File: config.mk
export PLATFORM = sky130hd
export DESIGN_NAME = result_display_sequencer
export DESIGN_NICKNAME = d
export VERILOG_FILES = /design/src/rtl/conv_pkg.sv /design/src/rtl/result_display_sequencer_dwell_counter.sv /design/src/rtl/result_display_sequencer.sv
export SDC_FILE = /design/constraint.sdc
export NUM_CORES = 1
export LEC_CHECK = 0
export BUFFER_PORTS_ARGS = -buffer_cell sky130_fd_sc_hd__buf_2
export CORE_ASPECT_RATIO = 0.9
export CORE_MARGIN = 1.5
export CORE_UTILIZATION = 28
export CTS_CLUSTER_DIAMETER = 120
export CTS_CLUSTER_SIZE = 8
export DETAILED_ROUTE_END_ITERATION = 6
export MAX_ROUTING_LAYER = met4
export PLACE_DENSITY = 0.51
export SLEW_MARGIN = 30
export SYNTH_ARGS = -nofsm -noshare
export SYNTH_HDL_FRONTEND = slang
export SYNTH_SLANG_ARGS = --single-unit
File: constraint.sdc
create_clock -name clk -period 1.9 [get_ports clk]
set_input_delay 0.095 -clock clk [delete_from_list [all_inputs] [get_ports clk]]
set_output_delay 0.095 -clock clk [all_outputs]
set_load 0.02 [all_outputs]
File: src/rtl/conv_pkg.sv
// Shared codes for the convolution result path: crw encodings, display modes,
// result-memory addresses and the display sequencer state encoding.
package conv_pkg;

  localparam logic [1:0] CRW_READ  = 2'b11;
  localparam logic [1:0] CRW_WRITE = 2'b10;
  localparam logic [1:0] CRW_IDLE  = 2'b00;

  localparam logic [1:0] MODE_NONE   = 2'b00;
  localparam logic [1:0] MODE_SERIAL = 2'b01;
  localparam logic [1:0] MODE_P3X3   = 2'b10;
  localparam logic [1:0] MODE_P2X2   = 2'b11;

  // Result memory map: serial, then 3x3-parallel, then 2x2-parallel, each C11..C22
  localparam logic [4:0] ADDR_SER_C11 = 5'd0;
  localparam logic [4:0] ADDR_SER_C12 = 5'd1;
  localparam logic [4:0] ADDR_SER_C21 = 5'd2;
  localparam logic [4:0] ADDR_SER_C22 = 5'd3;
  localparam logic [4:0] ADDR_P3_C11  = 5'd4;
  localparam logic [4:0] ADDR_P3_C12  = 5'd5;
  localparam logic [4:0] ADDR_P3_C21  = 5'd6;
  localparam logic [4:0] ADDR_P3_C22  = 5'd7;
  localparam logic [4:0] ADDR_P2_C11  = 5'd8;
  localparam logic [4:0] ADDR_P2_C12  = 5'd9;
  localparam logic [4:0] ADDR_P2_C21  = 5'd10;
  localparam logic [4:0] ADDR_P2_C22  = 5'd11;

  typedef enum logic [2:0] {
    ST_IDLE,
    ST_REQ,
    ST_WAIT_DATA,
    ST_SHOW,
    ST_DONE
  } state_t;

endpackage

File: src/rtl/result_display_sequencer_dwell_counter.sv
// Dwell counter: synchronous clear has priority over enable; o_tc flags the
// terminal count DWELL_MAX.
module dwell_counter #(
  parameter int DWELL_MAX = 99999999,
  parameter int CNT_W     = 27
) (
  input  logic i_clk,
  input  logic i_rst_n,
  input  logic i_clr,
  input  logic i_en,
  output logic o_tc
);

  localparam logic [CNT_W-1:0] TC_VAL = CNT_W'(DWELL_MAX);

  logic [CNT_W-1:0] r_cnt;

  always_ff @(posedge i_clk or negedge i_rst_n) begin
    if (!i_rst_n)   r_cnt <= '0;
    else if (i_clr) r_cnt <= '0;
    else if (i_en)  r_cnt <= r_cnt + CNT_W'(1);
  end

  assign o_tc = (r_cnt == TC_VAL);

endmodule

File: src/rtl/result_display_sequencer.sv
// Sweeps the 12 convolution results out of result memory, showing each for a
// dwell period. Define RESULT_DISPLAY_SEQUENCER_LOOP_EN to repeat sweeps forever.
module result_display_sequencer
  import conv_pkg::*;
#(
  parameter int DWELL_MAX   = 99999999,
  parameter int CNT_W       = 27,
  parameter int NUM_RESULTS = 12,
  parameter int DATA_W      = 16
) (
  input  logic              clk,
  input  logic              reset,
  input  logic              start,
  input  logic              pause,
  input  logic              step,
  output logic              mem_req,
  input  logic              mem_gnt,
  output logic [4:0]        mem_addr,
  output logic [1:0]        mem_rw,
  input  logic [DATA_W-1:0] mem_rdata,
  output logic [DATA_W-1:0] disp_data,
  output logic [3:0]        disp_idx,
  output logic [1:0]        disp_mode,
  output logic              disp_valid,
  output logic              busy,
  output logic              done
);

  state_t     r_state, w_next;
  logic [3:0] r_idx;
  logic       r_done;
  logic       w_tc, w_adv, w_last, w_cnt_clr, w_cnt_en;
  logic [1:0] w_mode;

  assign w_last    = (r_idx == 4'(NUM_RESULTS-1));
  // Manual step only counts while paused; otherwise the dwell timer rules.
  assign w_adv     = (r_state == ST_SHOW) && ((w_tc && !pause) || (pause && step));
  assign w_cnt_en  = (r_state == ST_SHOW) && !pause;
  assign w_cnt_clr = (r_state != ST_SHOW) || w_adv;

  dwell_counter #(.DWELL_MAX(DWELL_MAX), .CNT_W(CNT_W)) u_dwell (
    .i_clk   (clk),
    .i_rst_n (reset),
    .i_clr   (w_cnt_clr),
    .i_en    (w_cnt_en),
    .o_tc    (w_tc)
  );

  always_ff @(posedge clk or negedge reset) begin
    if (!reset) r_state <= ST_IDLE;
    else        r_state <= w_next;
  end

  always_comb begin
    w_next = r_state;
    case (r_state)
      ST_IDLE:      if (start) w_next = ST_REQ;
      ST_REQ:       if (mem_gnt) w_next = ST_WAIT_DATA;
      ST_WAIT_DATA: w_next = ST_SHOW;
      ST_SHOW: if (w_adv) begin
`ifdef RESULT_DISPLAY_SEQUENCER_LOOP_EN
        w_next = ST_REQ;
`else
        w_next = w_last ? ST_DONE : ST_REQ;
`endif
      end
      ST_DONE:      w_next = ST_IDLE;
      default:      w_next = ST_IDLE;
    endcase
  end

  always_comb begin
    if (r_idx < 4'd4)      w_mode = MODE_SERIAL;
    else if (r_idx < 4'd8) w_mode = MODE_P3X3;
    else                   w_mode = MODE_P2X2;
  end

  always_ff @(posedge clk or negedge reset) begin
    if (!reset) begin
      r_idx      <= '0;
      r_done     <= 1'b0;
      disp_data  <= '0;
      disp_idx   <= '0;
      disp_mode  <= MODE_NONE;
      disp_valid <= 1'b0;
    end else begin
      r_done <= w_adv && w_last;
      if (r_state == ST_IDLE && start) begin
        r_idx      <= '0;
        disp_data  <= '0;
        disp_idx   <= '0;
        disp_mode  <= MODE_NONE;
        disp_valid <= 1'b0;
      end
      if (r_state == ST_WAIT_DATA) begin
        disp_data  <= mem_rdata;
        disp_idx   <= r_idx;
        disp_mode  <= w_mode;
        disp_valid <= 1'b1;
      end
      if (w_adv) r_idx <= w_last ? 4'd0 : r_idx + 4'd1;
    end
  end

  assign mem_req  = (r_state == ST_REQ);
  assign mem_rw   = mem_req ? CRW_READ : CRW_IDLE;
  assign mem_addr = {1'b0, r_idx};
  assign busy     = (r_state != ST_IDLE);
  assign done     = r_done;

endmodule
==> metrics.md <==
| Metric | Value |
|---|---|
| Outcome | finished, final reports clean |
| Syn Area/Cell | 9.56 um^2 |
| TritonRoute pass-1 iters | 4 |
| Max-Cap Viols | 0 |
| Initial DRC count | 129 |
| Syn Nets | 315 |
| Post-synthesis sequential area ratio | 52.2% |
| Post-DRT Antenna Nets | 0 |
| Cell Rows | 34 |
| Critical Path End Type | flip-flop |
| H-tree levels | 3 |
| Ys async rst share | 100% |
| Clock sinks | 58 |
| Largest net degree at the start of global routing | 46 |
| Worst hold margin | 138 ps |
| Number of diodes | 0 |
| Setup_tns | 0 ps |
| Placed Cells | 470 |
| Hold Vio Cnt, Final | 0 |
| Switching part of the total power | 35.8% |
| Tcrit/Tclk final | 90.6% |
| Buffers on Ports | 53 |
| WP data arrival | 1990 ps |
| Yosys reg bits | 58 |
| CTS tree | yes |
| CP max FO | 4 |
| Clk pwr share | 30.6% |
| Ys flop type | dfrtp_1 |
| GR Overflow Total | 0 |
| Die H | 97.6 um |
| Final Instance Area | 0.00368 mm^2 |
| R2R Path Start | u_dwell.r_cnt[0]$_DFFE_PN0P_ |
| Die ar. | 0.0105 mm^2 |
| Gate power share | 32.6% |
| Hold wc startpoint | pause |
| Yosys cell types | 39 |
| Crit path launch | u_dwell.r_cnt[0]$_DFFE_PN0P_ |
| Area grow syn2layout | 32.4% |
| Fin nets | 396 |
| CTS buffer count | 9 |
| Critical path required time | 2170 ps |
| Initial core utilization | 28.8% |
| Worst-Skew Late Latency | 340 ps |
| IO Count | 55 |
| Clock slew at reported path FFs | 70 ps |
| Pint | 2.97 mW |
| Mapped Cells | 291 |
| Worst min path class | input pin to flip-flop |
| Initial antenna violation count | 0 |
| Net switching power figure | 1.66 mW |
| Global-route wire length before repair | 10.9 mm |
| Dpl cell area | 0.00326 mm^2 |
| Final setup viols | 0 |
| Seq pwr share | 36.7% |
| Post-synth EDFFs | 0 |
| Fin crit period | 1720 ps |
| Filler cell count | 991 |
| Drt wl/cell | 12.6 um |
| PD cells | 1260 mW/mm^2 |
| Clock Skew | 7.99 ps |
| Leakage power | 1.72 nW |
| Hpwl dp | 4.34 mm |
| Die Wd | 108 um |
| Max Clk Rate | 581 MHz |
| Final GP Congestion | 0.803 |
| CTS root buf | clkbuf_8 |
| Via count | 2277 |
| Total track usage | 13.7% |
| Maximum root-to-sink buffer count | 2 |
| # DRC | 0 |
| Avg Vias per Cell | 4.53 |
| Mapped Area | 0.00278 mm^2 |
| CP Launch Type | flip-flop |
| Synth warn | 0 |
| Max Slew Vio Count | 0 |
| Layout cell share with drive strength beyond 1 | 24.7% |
| RSZ-0062 raised after global routing | no |
| Vias in the first global route | 2297 |
| Worst Setup Path Type | flip-flop to flip-flop |
| Final instance count without filler cells | 503 |
| Final WL | 6.35 mm |
| Core area | 0.00966 mm^2 |
| Worst VDD drop | 0.749 mV |
## state kept, by name, summed over array words and instances, names as in the netlist
signal         flops
disp_data         16
r_state            3
disp_mode          2
u_dwell.r_cnt     27
done               1
r_idx              4
disp_valid         1
disp_idx           4
## kinds of logic after synthesis
group	synth area share, %
simple gates	27.2
fa+ha+maj	0.899
other cells	0.135
xor+xnor	8.18
compound gates	7.73
mux	0.360
buf+inv	3.33
flops	52.2
## worst paths after layout
check | cells after the start | to | slack, ps
min reg2reg | 1 | disp_valid$_DFFE_PN0P_ | 490
min | 3 | u_dwell.r_cnt[0]$_DFFE_PN0P_ | 140
min in group asynchronous | 3 | u_dwell.r_cnt[4]$_DFFE_PN0P_ | 280
max in group asynchronous | 3 | disp_idx[1]$_DFFE_PN0P_ | 1220
max | 6 | u_dwell.r_cnt[24]$_DFFE_PN0P_ | 180
max reg2reg | 6 | u_dwell.r_cnt[24]$_DFFE_PN0P_ | 180
## power groups by stage
stage | clock network [mW] | logic [mW] | registers (mW)
2_1_floorplan | 0 | 0.685 | 1.99
3_3_place_gp | 0 | 1.48 | 1.71
3_5_place_dp | 0 | 1.49 | 1.73
4_1_cts | 1.47 | 1.52 | 1.70
5_1_grt | 1.53 | 1.69 | 1.75
6_report | 1.42 | 1.51 | 1.70
## cell usage after synthesis (all sizes together) (2+ instances only)
master   n  area [um^2]
clkbuf   7         26.3
o21a     3         22.5
and3     4         25.0
dfrtp   58         1450
nand4   11         98.8
ha       2         25.0
nor4b    4         35.0
inv      5         18.8
nor4     2         42.5
and4     3         27.5
nand3    9         50.1
buf      8         47.5
nor4bb   2         20.0
nor3     4         20.0
nor3b    2         15.0
nand2   59          221
xnor2    9         78.8
xor2    17          149
nor2    32          120
a21oi    3         15.0
and3b    2         17.5
or2      2         12.5
o21ai   29          145
o22ai    3         18.8
## critical path, cell delays in order, from the launching register on
cell and delay, ps:
dfrtp_1 390, ha_1 210, nand3b_1 130, nor4_4 330, nand3_2 140, or3_1 310, a21oi_1 140
## per-layer routing
layer	part of all wire, %	vias to the layer above	wire length (um)	global-route usage (%)
li1	-	1144	-	-
met1	48	1085	3070	16.9
met2	46	37	2920	20.8
met3	3.5	11	221	3.35
met4	2.2	0	141	6.38
met5	0	-	0	-
## cell type report
cell class                      instances  area, um^2  share of cell area [%]
Sequential cell                        58        1450                    39.4
Timing Repair Buffer                   85         561                    15.2
Multi-Input combinational cell        213        1240                    33.8
Clock buffer                           10         138                    3.74
Clock inverter                          6         114                    3.09
Inverter                                5        18.8                   0.510
Tap cell                              126         158                    4.28
## through the flow
| stage | setup slack [ps] | util [%] | total power, mW |
|---|---|---|---|
| 2_1_floorplan | 186 | - | 2.68 |
| 3_3_place_gp | 210 | 33.8 | 3.19 |
| 3_5_place_dp | 124 | 33.8 | 3.22 |
| 4_1_cts | 115 | 38.1 | 4.70 |
| 5_1_grt | 54.3 | 38.1 | 4.96 |
| 6_report | 179 | 38.1 | 4.62 |
## placed cells by master (no fill, tap or decap), types with 2 or more instances in the layout
cell type	n
nand2_1	59
dfrtp_1	58
buf_2	53
nor2_1	31
o21ai_0	29
xor2_1	17
dlygate4sd3_1	17
buf_4	14
clkbuf_8	10
nand4_1	9
xnor2_1	9
nand3_1	8
inv_1	5
nor3_1	4
and3_1	4
nor4b_1	4
o21a_1	3
a21oi_1	3
o22ai_1	3
bufinv_16	3
nor3b_1	2
nor4bb_1	2
and3b_1	2
and4_1	2
nand4_4	2
nor4_4	2
ha_1	2
clkinvlp_4	2
## timing repair
action,CTS,global route
setup buffers,0,0
gates resized for setup,0,1
endpoints found under the setup margin,0,1
endpoints found under the hold margin,74,0
hold buffers,17,0
No activity file was read; power rests on OpenSTA's default activity.
